==> src/rtl/car_sensor.sv <==
// car_sensor
// Country-road vehicle detector for the traffic signal controller.
// Synchronises and debounces the raw inductive-loop input, counts confirmed
// arrivals, and retires queued cars while the country light is GREEN.
//
// Ports:
//   clock      in  1      single clock, rising edge
//   clear      in  1      asynchronous active-high reset
//   loop_raw   in  1      raw loop sensor (asynchronous), 1 = vehicle present
//   cntry      in  2      country light code: RED=0, YELLOW=1, GREEN=2, 3=not GREEN
//   X          out 1      car-waiting request, high while any car is queued
//   car_count  out CNT_W  number of queued cars
//   overflow   out 1      sticky: an arrival was lost at saturation
module car_sensor #(
  parameter int DEBOUNCE    = 4,
  parameter int PASS_CYCLES = 3,
  parameter int CNT_W       = 4
) (
  input  logic             clock,
  input  logic             clear,
  input  logic             loop_raw,
  input  logic [1:0]       cntry,
  output logic             X,
  output logic [CNT_W-1:0] car_count,
  output logic             overflow
);

  localparam int DB_W = (DEBOUNCE > 2) ? $clog2(DEBOUNCE) : 1;
  localparam int PC_W = (PASS_CYCLES > 1) ? $clog2(PASS_CYCLES) : 1;

  localparam logic [DB_W-1:0]  DB_LAST = DB_W'(DEBOUNCE - 1);
  localparam logic [DB_W-1:0]  DB_ONE  = DB_W'(1);
  localparam logic [PC_W-1:0]  PC_LAST = PC_W'(PASS_CYCLES - 1);
  localparam logic [PC_W-1:0]  PC_ONE  = PC_W'(1);
  localparam logic [CNT_W-1:0] CNT_MAX = '1;
  localparam logic [CNT_W-1:0] CNT_ONE = CNT_W'(1);
  localparam logic [1:0]       GREEN   = 2'd2;

  typedef enum logic [1:0] {
    S_EMPTY       = 2'd0,
    S_CONFIRM_ON  = 2'd1,
    S_OCCUPIED    = 2'd2,
    S_CONFIRM_OFF = 2'd3
  } state_t;

  logic             r_s1;
  logic             r_loop_s;
  state_t           r_state;
  state_t           w_state_next;
  logic [DB_W-1:0]  r_db_cnt;
  logic [DB_W-1:0]  w_db_cnt_next;
  logic [PC_W-1:0]  r_pass_cnt;
  logic [CNT_W-1:0] r_car_count;
  logic             r_overflow;
  logic             w_arrive;
  logic             w_green;
  logic             w_pass_wrap;
  logic             w_depart;

  // Two-flop synchroniser for the asynchronous loop input.
  always_ff @(posedge clock or posedge clear) begin
    if (clear) begin
      r_s1     <= 1'b0;
      r_loop_s <= 1'b0;
    end else begin
      r_s1     <= loop_raw;
      r_loop_s <= r_s1;
    end
  end

  // Debounce FSM: state register.
  always_ff @(posedge clock or posedge clear) begin
    if (clear) begin
      r_state  <= S_EMPTY;
      r_db_cnt <= '0;
    end else begin
      r_state  <= w_state_next;
      r_db_cnt <= w_db_cnt_next;
    end
  end

  // Debounce FSM: next-state logic. A level must be seen for DEBOUNCE
  // consecutive cycles (entry cycle counts as 1) before it is accepted.
  always_comb begin
    w_state_next  = r_state;
    w_db_cnt_next = r_db_cnt;
    case (r_state)
      S_EMPTY: begin
        if (r_loop_s) begin
          w_state_next  = S_CONFIRM_ON;
          w_db_cnt_next = DB_ONE;
        end
      end
      S_CONFIRM_ON: begin
        if (!r_loop_s) begin
          w_state_next  = S_EMPTY;
        end else if (r_db_cnt == DB_LAST) begin
          w_state_next  = S_OCCUPIED;
        end else begin
          w_db_cnt_next = r_db_cnt + DB_ONE;
        end
      end
      S_OCCUPIED: begin
        if (!r_loop_s) begin
          w_state_next  = S_CONFIRM_OFF;
          w_db_cnt_next = DB_ONE;
        end
      end
      S_CONFIRM_OFF: begin
        // A short dropout returns to OCCUPIED without a new arrival.
        if (r_loop_s) begin
          w_state_next  = S_OCCUPIED;
        end else if (r_db_cnt == DB_LAST) begin
          w_state_next  = S_EMPTY;
        end else begin
          w_db_cnt_next = r_db_cnt + DB_ONE;
        end
      end
      default: begin
        w_state_next  = S_EMPTY;
        w_db_cnt_next = '0;
      end
    endcase
  end

  // Debounce FSM: output logic. The arrival pulse coincides with the
  // CONFIRM_ON -> OCCUPIED edge so the counter updates on that same edge.
  always_comb begin
    w_arrive = 1'b0;
    if (r_state == S_CONFIRM_ON && r_loop_s && r_db_cnt == DB_LAST) begin
      w_arrive = 1'b1;
    end
  end

  // Pass timer: one departure per PASS_CYCLES edges of continuous GREEN.
  assign w_green     = (cntry == GREEN);
  assign w_pass_wrap = w_green && (r_pass_cnt == PC_LAST);
  assign w_depart    = w_pass_wrap && (r_car_count != '0);

  always_ff @(posedge clock or posedge clear) begin
    if (clear) begin
      r_pass_cnt <= '0;
    end else if (!w_green || w_pass_wrap) begin
      r_pass_cnt <= '0;
    end else begin
      r_pass_cnt <= r_pass_cnt + PC_ONE;
    end
  end

  // Queue counter. Simultaneous arrive and depart cancel, so no overflow
  // is flagged in that case even at saturation.
  always_ff @(posedge clock or posedge clear) begin
    if (clear) begin
      r_car_count <= '0;
      r_overflow  <= 1'b0;
    end else if (w_arrive && !w_depart) begin
      if (r_car_count == CNT_MAX) begin
        r_overflow  <= 1'b1;
      end else begin
        r_car_count <= r_car_count + CNT_ONE;
      end
    end else if (w_depart && !w_arrive) begin
      r_car_count <= r_car_count - CNT_ONE;
    end
  end

  assign car_count = r_car_count;
  assign overflow  = r_overflow;
  assign X         = (r_car_count != '0);

endmodule

==> config.mk <==
export PLATFORM = sky130hd
export DESIGN_NAME = car_sensor
export DESIGN_NICKNAME = d
export VERILOG_FILES = /design/src/rtl/car_sensor.sv
export SDC_FILE = /design/constraint.sdc
export NUM_CORES = 1
export LEC_CHECK = 0
export ABC_CLOCK_PERIOD_IN_PS = 3300
export CORE_AREA = 2 2 39 41
export DETAILED_ROUTE_END_ITERATION = 6
export DIE_AREA = 0 0 41 43
export GPL_TIMING_DRIVEN = 0
export PLACE_DENSITY = 0.74
export SYNTH_ARGS = -nofsm -noshare
export SYNTH_HDL_FRONTEND = slang
export SYNTH_SLANG_ARGS = --single-unit
==> constraint.sdc <==
create_clock -name clock -period 3.3 [get_ports clock]
set_input_delay 0.66 -clock clock [delete_from_list [all_inputs] [get_ports clock]]
set_output_delay 0.66 -clock clock [all_outputs]
set_load 0.03 [all_outputs]
Yosys cells after proc, flatten, opt, wreduce, memory -nomap -nowiden --
Cells that the tools add are included.
Operators by class: multipliers 0, mux-type cells 17, shift operators 0, bitwise operators 0, reduce and logical (&&, ||, !) cells 17, order comparisons 0, add/subtract/negate cells 4, equal/unequal tests 14, divide/modulo/power cells 0
Operators with widths (number):
- 2-to-1 mux 2 bit | 11
- one-hot mux 2 bit (4 select lines) | 2
- 2-to-1 mux 4 bit | 3
- equality test 2 bit (second input constant) | 5
- inequality test 2 bit (second input constant) | 5
- AND reduction 4 bit | 2
- logical AND 1 bit | 6
- inequality test 3 bit (second input constant) | 2
- adder 2 x 1 -> 2 bit (second input constant) | 2
- adder 4 x 1 -> 4 bit (second input constant) | 1
- equality test 4 bit (second input constant) | 1
- AND reduction 2 bit | 2
- nonzero test 4 bit | 1
- subtractor 4 x 1 -> 4 bit (second input constant) | 1
- logical NOT 1 bit | 3
- equality test 2 x 1 -> 1 bit (second input constant) | 1
- logical NOT 2 bit | 1
- nonzero test 2 bit | 1
- logical OR 1 bit | 1
- 2-to-1 mux 1 bit | 1
Word-level totals: output and inout bits 6, memories kept 0, latch bits 0, logic and storage cells 59, memory bits (writable) 0, ROM bits 0, register bits 13

Depth between registers and ports, before layout --
Gate-level depths: netlist (run 1).
word-level depth 8, gate-level depth with buffers 9, mapped depth without buffers 9

Worst setup path after synthesis (run 1) --
Ideal clock, no wire load.
path type register to register, start point reg r_car_count[0] (netlist: car_count[0]), end point reg r_car_count[3] (netlist: car_count[3]), required time 3219 ps, clock period less this slack 2275 ps, arrival time 2195 ps, cell stages (with the launch flop) 8, path slack 1025 ps, setup time 81 ps, path through dfrtp_1 -> nor4_2 -> o21ai_1 -> ha_1 -> a21o_1 -> a21oi_1 -> mux2i_2 -> xor2_1
Between the ends: word-level cells in the longest chain between the ends 6, elaborated cells on any way between the ends 14, those cells by class add/sub: 2; eq/ne: 2; mux: 3; reduce/logical: 7
RTL lines:
- start: declaration | RTL line 53 | logic [CNT_W-1:0] r_car_count;
- start signal: assignment | RTL line 160 | r_car_count <= r_car_count + CNT_ONE;
- start signal: assignment | RTL line 163 | r_car_count <= r_car_count - CNT_ONE;
- parallel branches: the longest is 6 deep, another holds subtractor 4 x 1 -> 4 bit
Several ways; the timed one is not identified. The select of a mux whose other input is x is not followed. A chain may end at the register's enable or synchronous reset.

Worst setup path in the final report (run 1) --
start point reg r_car_count[0] (netlist: car_count[0]), end point out X
Between the ends: word-level cells in the longest chain between the ends 1
RTL lines:
- nonzero test 4 bit | RTL line 169 | assign X = (r_car_count != '0);
- end: declaration | RTL line 23 | output logic X,
No other way between the ends.

==> results of run 1 <==
[layout by cell type, fill, tap and decap left out, types with 3 or more instances in the layout]
master / count
dfrtp_1: 13
inv_1: 4
nor2_1: 3
ha_1: 4
a21oi_1: 3
nand2_1: 3
clkdlybuf4s50_1: 10
clkbuf_4: 3
[where the power goes]
| part | total (mW) | internal, mW | leakage, nW | switching (mW) |
|---|---|---|---|---|
| registers | 0.284 | 0.212 | 0.158 | 0.0717 |
| logic | 0.332 | 0.167 | 0.183 | 0.164 |
| clock network | 0.0973 | 0.0469 | 0.0150 | 0.0504 |
[flip-flops by register name, summed over array words and instances, names as in the netlist, named ones only]
register	count
car_count	4
overflow	1
r_db_cnt	2
r_loop_s	1
r_pass_cnt	2
r_s1	1
r_state	1
[cell type report]
class / count / area (µm²)
well taps: 16 / 20.02
fillers: 121 / 589.3
clock buffers: 4 / 26.28
repair buffers: 10 / 100.1
flip-flops and latches: 13 / 325.3
inverters: 4 / 15.01
multi-input cells: 36 / 307.8
[cells by family (layout without fill, tap and decap cells)]
logic type / Yosys count / count (layout) / share of synthesized area
compound gates: 11 / 11 / 0.1197
xor+xnor: 4 / 4 / 0.05406
fa+ha+maj: 5 / 5 / 0.1081
buf+inv: 4 / 18 / 0.02316
flops: 13 / 13 / 0.5019
mux: 3 / 3 / 0.05598
simple gates: 13 / 13 / 0.1371
[layer usage]
layer | vias up | global-route usage | share of wire | wire (µm)
met4 | 0 | 0.08000 | 0 | 0
met2 | 14 | 0.2500 | 0.50 | 542
met3 | 0 | 0.03141 | 0.051 | 56
met1 | 218 | 0.2316 | 0.45 | 495
met5 | - | 0 | 0 | 0
li1 | 220 | - | - | -
[per-stage QoR]
stage                       util  power (mW)  area (µm²)  setup WS, ns
after detailed placement  0.5552      0.6229       768.2        0.4507
after CTS                 0.5741      0.7179       794.5        0.7110
after floorplan                -      0.5094       648.1         1.025
after global routing      0.5741      0.7739       794.5        0.5729
final                     0.5741      0.7128       794.5        0.7279
after global placement    0.5552      0.6049       768.2        0.5167
[path summary, 6_finish.rpt]
check	cells after the start	startpoint	end
max in group asynchronous	2	clear	r_db_cnt[0]
hold / removal	0	r_s1	r_loop_s
min in group asynchronous	2	clear	overflow
hold reg to reg	0	r_s1	r_loop_s
setup / recovery	3	car_count[0]	X
setup reg to reg	7	car_count[0]	car_count[3]
[worst reg2reg max path: cells and delay by family, from the launching register on]
kind / cells / cell delay [ns]
xor gates and xnor gates: 1 / 0.15
muxes: 1 / 0.25
and+or+nand+nor: 1 / 0.49
adders and majority gates: 1 / 0.33
DFF: 1 / 0.48
AOI/OAI and AO/OA: 3 / 0.66
==> reports/qor.yml, run 1 <==
status: "finished, final reports clean"
required_ns: 2.64
p_leak_nw: 0.3558
clock_latency_ns: 0.27
synth_most_common_cell: "dfrtp_1"
synth_top_flop_cell: "dfrtp_1"
clockRootBuffer: "clkbuf_4"
grt_max_degree: 14
htree_levels: 1
cts.sinks: 13
drc_errors: 0
gp_congestion: 0.7545
wl_um: 1094
max_freq_mhz: 388.8
rsz0062_at_grt: "false"
cp_cell_sequence: "nor4_2, inv_1, clkdlybuf4s50_1"
initial_core_util: 0.4684
io_buffers: 10
syn_to_final_growth_pct: 22.59
ir_worst_vdd_mv: 0.5178
dp_hpwl_um: 851.5
die_x_um: 41
start_kind: "flop"
fp.dieArea_um2: 1763
synthArstFlopShare: 1.000
max_slew_margin: 0.6876
path_max_fanout: 6
yosysTopAreaCell: "dfrtp_1"
min_period_ns: 2.572
skew_ns: 0.001588
die_h_um: 43
p_per_area_nw_per_um2: 897.2
cts_tree: "yes"
whs_ns: 0.3732
cts-resized-gates: 0
clk_pin_slew_worst_paths_ns: 0.08
critPathKind: "reg2out"
netlist.area_leader.share: 0.5019
ioPinCount: 11
layout-drive-gt1-share: 0.1493
critPathCaptureType: "output pin"
hold_class: "reg2reg"
cts_hold_buf: 0
finalMaxSlewViolations: 0
worstPathArrival_ns: 1.91
cts_setup_buffers: 0
route.vias.total: 452
std_cell_rows: 14
gr-total-overflow: 0
tns_ns: 0
r2r_slack_ns: 0.86
ys_warn_count: 0
ys_seq_area_frac: 0.5019
dp_cells: 79
max_stage_delay_ns: 0.60
grtUsageTotal: 0.1691
synthTopCellsByCount: "dfrtp_1, ha_1, inv_1"
via_per_inst: 5.446
synth_edf_count: 0
synth.distinct_cells: 24
cp_top_family: "buffers and inverters"
syn_area_um2: 648.1
hold_violations: 0
syn_area_per_cell_um2: 12.23
setup_violations: 0
ctsLongestPathBuffers: 2
drtAntennaViolNets: 0
ys_ff_latch: 13
finalNonFillerCells: 83
syn-num-nets: 63
post-route-period-util: 0.7794
synth.area.top_cells: "dfrtp_1, ha_1, mux2_2, fa_1, a22o_1"
drt_iter0_drc: 5
numCtsBuffers: 3
cap_violations: 0
crit_slowest_cell: "clkdlybuf4s50_1"
grt_pass1_wl_um: 1966
core_um2: 1384
worst_pin_slew_ns: 0.4681
antenna_cells: 0
grt_pass1_vias: 472
drtPass1Iterations: 4
path_buf_inv: 2
routedWlPerCell_um: 13.18
fin_nets: 78
netlist_instances: 53
antenna_found_initial: 0
No activity file was read; power rests on OpenSTA's default activity.
==> inputs of run 2 (changes only) <==
==> config.mk (replaced) <==
export PLATFORM = sky130hd
export DESIGN_NAME = car_sensor
export DESIGN_NICKNAME = d
export VERILOG_FILES = /design/src/rtl/car_sensor.sv
export SDC_FILE = /design/constraint.sdc
export NUM_CORES = 1
export LEC_CHECK = 0
export ABC_CLOCK_PERIOD_IN_PS = 2400
export CORE_MARGIN = 2
export CORE_UTILIZATION = 49
export DETAILED_ROUTE_END_ITERATION = 6
export GPL_TIMING_DRIVEN = 0
export PLACE_DENSITY = 0.75
export SYNTH_ARGS = -nofsm -noshare
export SYNTH_HDL_FRONTEND = slang
export SYNTH_SLANG_ARGS = --single-unit
==> constraint.sdc (replaced) <==
create_clock -name clock -period 2.4 [get_ports clock]
set_input_delay 0.48 -clock clock [delete_from_list [all_inputs] [get_ports clock]]
set_output_delay 0.48 -clock clock [all_outputs]
set_load 0.03 [all_outputs]
==> reports/qor.yml, run 2 (synthesis gave the netlist of run 1 again) <==
io_buffers: 10  # unchanged
fin_ws_ns: 0.07647  # -0.6515 ns
ioPinCount: 11  # unchanged
regToRegStartpoint: "r_db_cnt[1]"
path_max_fanout: 6  # unchanged
htree_levels: 1  # unchanged
holdPathStages: 0  # unchanged
via_per_inst: 5.349  # -1.8%
p_per_area_nw_per_um2: 1218  # +36%
die_x_um: 40.37  # -1.5%
wl_um: 1099  # +0.46%
min_period_ns: 2.324
gr-total-overflow: 0  # unchanged
setup_violations: 0  # unchanged
numCtsBuffers: 3  # unchanged
std_cell_rows: 13  # -1
mostFrequentLayoutCells: "dfrtp_1, clkdlybuf4s50_1, inv_1, ha_1"
finalMaxSlewViolations: 0  # unchanged
antenna_cells: 0  # unchanged
syn_to_final_growth_pct: 26.64
skew_ns: 0.001549  # -0.00003939 ns
dp_cells: 78  # -1.3%
dp_hpwl_um: 827.6  # -2.8%
required_ns: 1.92  # -0.72 ns
drtAntennaViolNets: 0  # unchanged
p_leak_nw: 0.3643  # +2.4%
initial_core_util: 0.5108  # +0.04249
worstPathArrival_ns: 1.84  # -0.07 ns
hold_violations: 0  # unchanged
clk_pin_slew_worst_paths_ns: 0.08  # about the same
core_um2: 1269  # -8.3%
antenna_found_initial: 0  # unchanged
r2r_end: "car_count[3]"
grtUsageTotal: 0.1647  # -0.004339
hold_end: "r_loop_s"
ir_worst_vdd_mv: 0.7143  # +38%
finalNonFillerCells: 83  # unchanged
die_h_um: 40.37  # -6.1%
pre_cts_slack_ns: -0.2814  # -0.7321 ns
cap_violations: 0  # unchanged
clockRootBuffer: "clkbuf_4"
worst_pin_slew_ns: 0.5113  # +0.04315 ns
r2r_cells: 8  # +1
ctsLongestPathBuffers: 2  # unchanged
grt_pass1_wl_um: 1690  # -14%
route.vias.total: 444  # -1.8%
max_slew_margin: 0.6588  # -0.02880
routedWlPerCell_um: 13.24  # +0.46%
hold_start: "r_s1"
power.total_uw: 1000  # +40%
clock_latency_ns: 0.27  # about the same
r2r_slack_ns: 0.16  # -0.70 ns
grt_pass1_vias: 387  # -18%
largest_reg_flops: 4  # unchanged
start_kind: "flop"
gp_congestion: 0.8588  # +14%
drtPass1Iterations: 4  # unchanged
fin_util: 0.6469  # +0.07280
drt_iter0_drc: 4  # -1
hold_class: "reg2reg"
status: "finished, final reports clean"
max_freq_mhz: 430.4
cts.sinks: 13  # unchanged
fin_nets: 79  # +1.3%
final_common_cell: "dfrtp_1"
critPathCaptureType: "output pin"
grt_max_degree: 14  # unchanged
drc_errors: 0  # unchanged
critPathKind: "reg2out"
fp.dieArea_um2: 1630  # -7.6%
layout-drive-gt1-share: 0.1765  # +0.02722
cts_tree: "yes"
whs_ns: 0.3574  # -0.01576 ns
post-route-period-util: 0.9681
[run 2: cell count changes in the layout (fill, tap and decap cells not counted), sizes merged]
cell	delta
buf	+1
[run 2: final cells by class]
| class | instances | area [µm²] |
|---|---|---|
| fill | 99 | 447.9 |
| multi-input combinational | 36 | 327.8 |
| sequential | 13 | 325.3 |
| timing repair buffer | 11 | 107.6 |
| clock buffer | 4 | 26.28 |
| tap | 15 | 18.77 |
| inverter | 4 | 15.01 |
[run 2: what timing repair did]
item	4_1_cts	5_1_grt
buffers inserted	0	1
setup endpoints to repair	1	1
gates resized for setup	1	2
gates cloned	0	0
pin swaps	0	1
hold buffers	0	0
[run 2: per-stage QoR]
step,instance area (µm²),TNS [ns]
finish,820.8,0
CTS,802.0,0
floorplan,648.1,0
global route,820.8,-0.009403
global placement,767.0,-0.1913
detailed placement,767.0,-0.2814
[run 2: layer usage]
layer	GRT usage	wire length, µm	vias to the layer above	part of all wire
met5	0	0	-	0
met4	0.07500	11	0	0.010
met3	0.05000	46	2	0.042
met2	0.2421	521	13	0.47
met1	0.2203	520	208	0.47
li1	-	-	221	-
[run 2: worst max-delay path by stage]
stage / startpoint / endpoint / slack, ns / cells after the start
after floorplan: car_count[0] / car_count[3] / 0.12 / 7
final: car_count[1] / X / 0.08 / 3
after detailed placement: cntry[0] / car_count[3] / -0.28 / 8
after global routing: cntry[0] / car_count[3] / -0.007 / 8
after CTS: cntry[0] / car_count[3] / 0.002 / 8
after global placement: cntry[0] / car_count[3] / -0.19 / 8
[run 2: power by group]
group,leakage [nW],internal [mW],switching [mW],total (mW)
combinational,0.191,0.240,0.232,0.472
sequential,0.158,0.291,0.106,0.397
clock,0.0150,0.0643,0.0666,0.131
total,0.364,0.596,0.404,1.00
[run 2: worst max-delay path, cell delays in order, from the launching register on]
cell and delay [ns]:
dfrtp_1 0.47, nor4_4 0.43, inv_1 0.08, clkdlybuf4s50_1 0.60
==> inputs of run 3 (changes only) <==
--- a/config.mk
+++ b/config.mk
@@ -10,7 +10,7 @@
 export CORE_UTILIZATION = 49
 export DETAILED_ROUTE_END_ITERATION = 6
 export GPL_TIMING_DRIVEN = 0
-export PLACE_DENSITY = 0.75
+export PLACE_DENSITY = 0.77
 export SYNTH_ARGS = -nofsm -noshare
 export SYNTH_HDL_FRONTEND = slang
 export SYNTH_SLANG_ARGS = --single-unit
==> reports/qor.yml, run 3 (synthesis gave the netlist of run 1 again) <==
rsz0062_at_grt: "false"
antenna_found_initial: 0  # unchanged
status: "finished, final reports clean"
post-route-period-util: 0.9399  # -0.02828
antenna_cells: 0  # unchanged
numCtsBuffers: 3  # unchanged
cts_setup_buffers: 0  # unchanged
regToRegStartpoint: "car_count[1]"
required_ns: 2.61  # +0.69 ns
cts_tree: "yes"
start_kind: "input port"
syn_to_final_growth_pct: 24.71
hold_class: "reg2reg"
worstPathArrival_ns: 2.47  # +0.63 ns
max_freq_mhz: 443.3  # +3.0%
wl_um: 1152  # +4.8%
multiInputGateArea_um2: 320.3  # -2.3%
die_x_um: 40.37  # unchanged
std_cell_rows: 13  # unchanged
cp_num_cells: 8  # +5
max_stage_delay_ns: 0.41  # -0.19 ns
critPathCaptureType: "flop"
whs_ns: 0.3617  # +0.004344 ns
crit_start: "cntry[0]"
grtUsageTotal: 0.1909  # +0.02619
fin_nets: 78  # -1.3%
fin_util: 0.6371  # -0.009862
cp_top_family: "compound AO/OA/AOI/OAI gates"
gr-total-overflow: 0  # unchanged
skew_ns: 0.005096  # +0.003547 ns
drtAntennaViolNets: 0  # unchanged
worst_pin_slew_ns: 0.4778  # -0.03344 ns
fin_area_um2: 808.3  # -1.5%
final_common_cell: "dfrtp_1"
route.vias.total: 456  # +2.7%
regArea_um2: 325.3  # unchanged
routedWlPerCell_um: 14.05  # +6.1%
p_leak_nw: 0.3587  # -1.5%
placed_area_um2: 767.0  # unchanged
gp_congestion: 0.7344  # -14%
hold_violations: 0  # unchanged
cap_violations: 0  # unchanged
r2r_slack_ns: 0.22  # +0.06 ns
cp-endpoint: "car_count[3]"
r2r_end: "car_count[3]"
ioPinCount: 11  # unchanged
r2r_cells: 7  # -1
drc_errors: 0  # unchanged
fp.dieArea_um2: 1630  # unchanged
mostFrequentLayoutCells: "dfrtp_1, clkdlybuf4s50_1, inv_1, ha_1"
grt_max_degree: 14  # unchanged
finalMaxSlewViolations: 0  # unchanged
crit_slowest_cell: "clkdlybuf4s50_1"
die_h_um: 40.37  # unchanged
ctsLongestPathBuffers: 2  # unchanged
initial_core_util: 0.5108  # unchanged
via_per_inst: 5.561  # +4.0%
max_slew_margin: 0.6811  # +0.02232
clockRootBuffer: "clkbuf_4"
dp_hpwl_um: 855.1  # +3.3%
htree_levels: 1  # unchanged
p_per_area_nw_per_um2: 1238  # +1.7%
drt_iter0_drc: 2  # -2
fillers: 104  # +5.1%
drtPass1Iterations: 2  # -2
largest_reg_flops: 4  # unchanged
clock_latency_ns: 0.28  # about the same
path_buf_inv: 1  # -1
path_max_fanout: 5  # -1
layout-drive-gt1-share: 0.1642  # -0.01229
cp_cell_sequence: "clkdlybuf4s50_1, nand3b_1, o21ai_2, ha_1, a21o_1, a21oi_1, mux2i_2, xor2_1"
io_buffers: 10  # unchanged
cts.sinks: 13  # unchanged
setup_violations: 0  # unchanged
clk_pin_slew_worst_paths_ns: 0.08  # about the same
ir_worst_vdd_mv: 0.7728  # +8.2%
critPathKind: "in2reg"
grt_pass1_wl_um: 1925  # +14%
core_um2: 1269  # unchanged
min_period_ns: 2.256  # -0.06788 ns
grt_pass1_vias: 431  # +11%
==> run 3: layer usage <==
| metal | share of wire | track usage | routed length [µm] |
|---|---|---|---|
| met4 | 0.028 | 0.1000 | 32 |
| met3 | 0.056 | 0.06667 | 64 |
| met5 | 0 | 0 | 0 |
| met1 | 0.39 | 0.2544 | 447 |
| met2 | 0.53 | 0.2698 | 607 |
==> run 3: how the worst min path moves through the flow <==
stage	from	end	slack [ns]	cells past startpoint
3_5_place_dp	r_s1	r_loop_s	0.35	0
3_3_place_gp	r_s1	r_loop_s	0.33	0
2_1_floorplan	r_s1	r_loop_s	0.33	0
4_1_cts	r_s1	r_loop_s	0.37	0
6_report	r_s1	r_loop_s	0.36	0
5_1_grt	r_s1	r_loop_s	0.37	0
==> run 3: report_power, final <==
part           switching (mW)  total [mW]  leakage [nW]  internal (mW)
clock network          0.0717       0.136        0.0150         0.0646
logic                   0.232       0.468         0.186          0.236
registers               0.105       0.397         0.158          0.291
==> run 3: final cells by class <==
class	instances	area share
Multi-Input combinational cell	36	0.3963
Inverter	4	0.01858
Tap cell	15	0.02322
Timing Repair Buffer	10	0.1269
Clock buffer	4	0.03251
Sequential cell	13	0.4025
==> run 3: per-stage QoR <==
step / setup slack [ns] / total power [mW] / std cells / TNS [ns]
after floorplan: 0.1247 / 0.7004 / 53 / 0
after global placement: -0.1972 / 0.8305 / 78 / -0.1972
after detailed placement: -0.2472 / 0.8578 / 78 / -0.2472
after CTS: 0.03504 / 0.9930 / 82 / 0
after global routing: 0.01314 / 1.088 / 82 / 0
final: 0.1443 / 1.001 / 82 / 0
==> run 3: timing repair <==
action	in CTS	in global routing
resized for setup	0	3
setup endpoints to repair	0	2
hold buffers	0	0
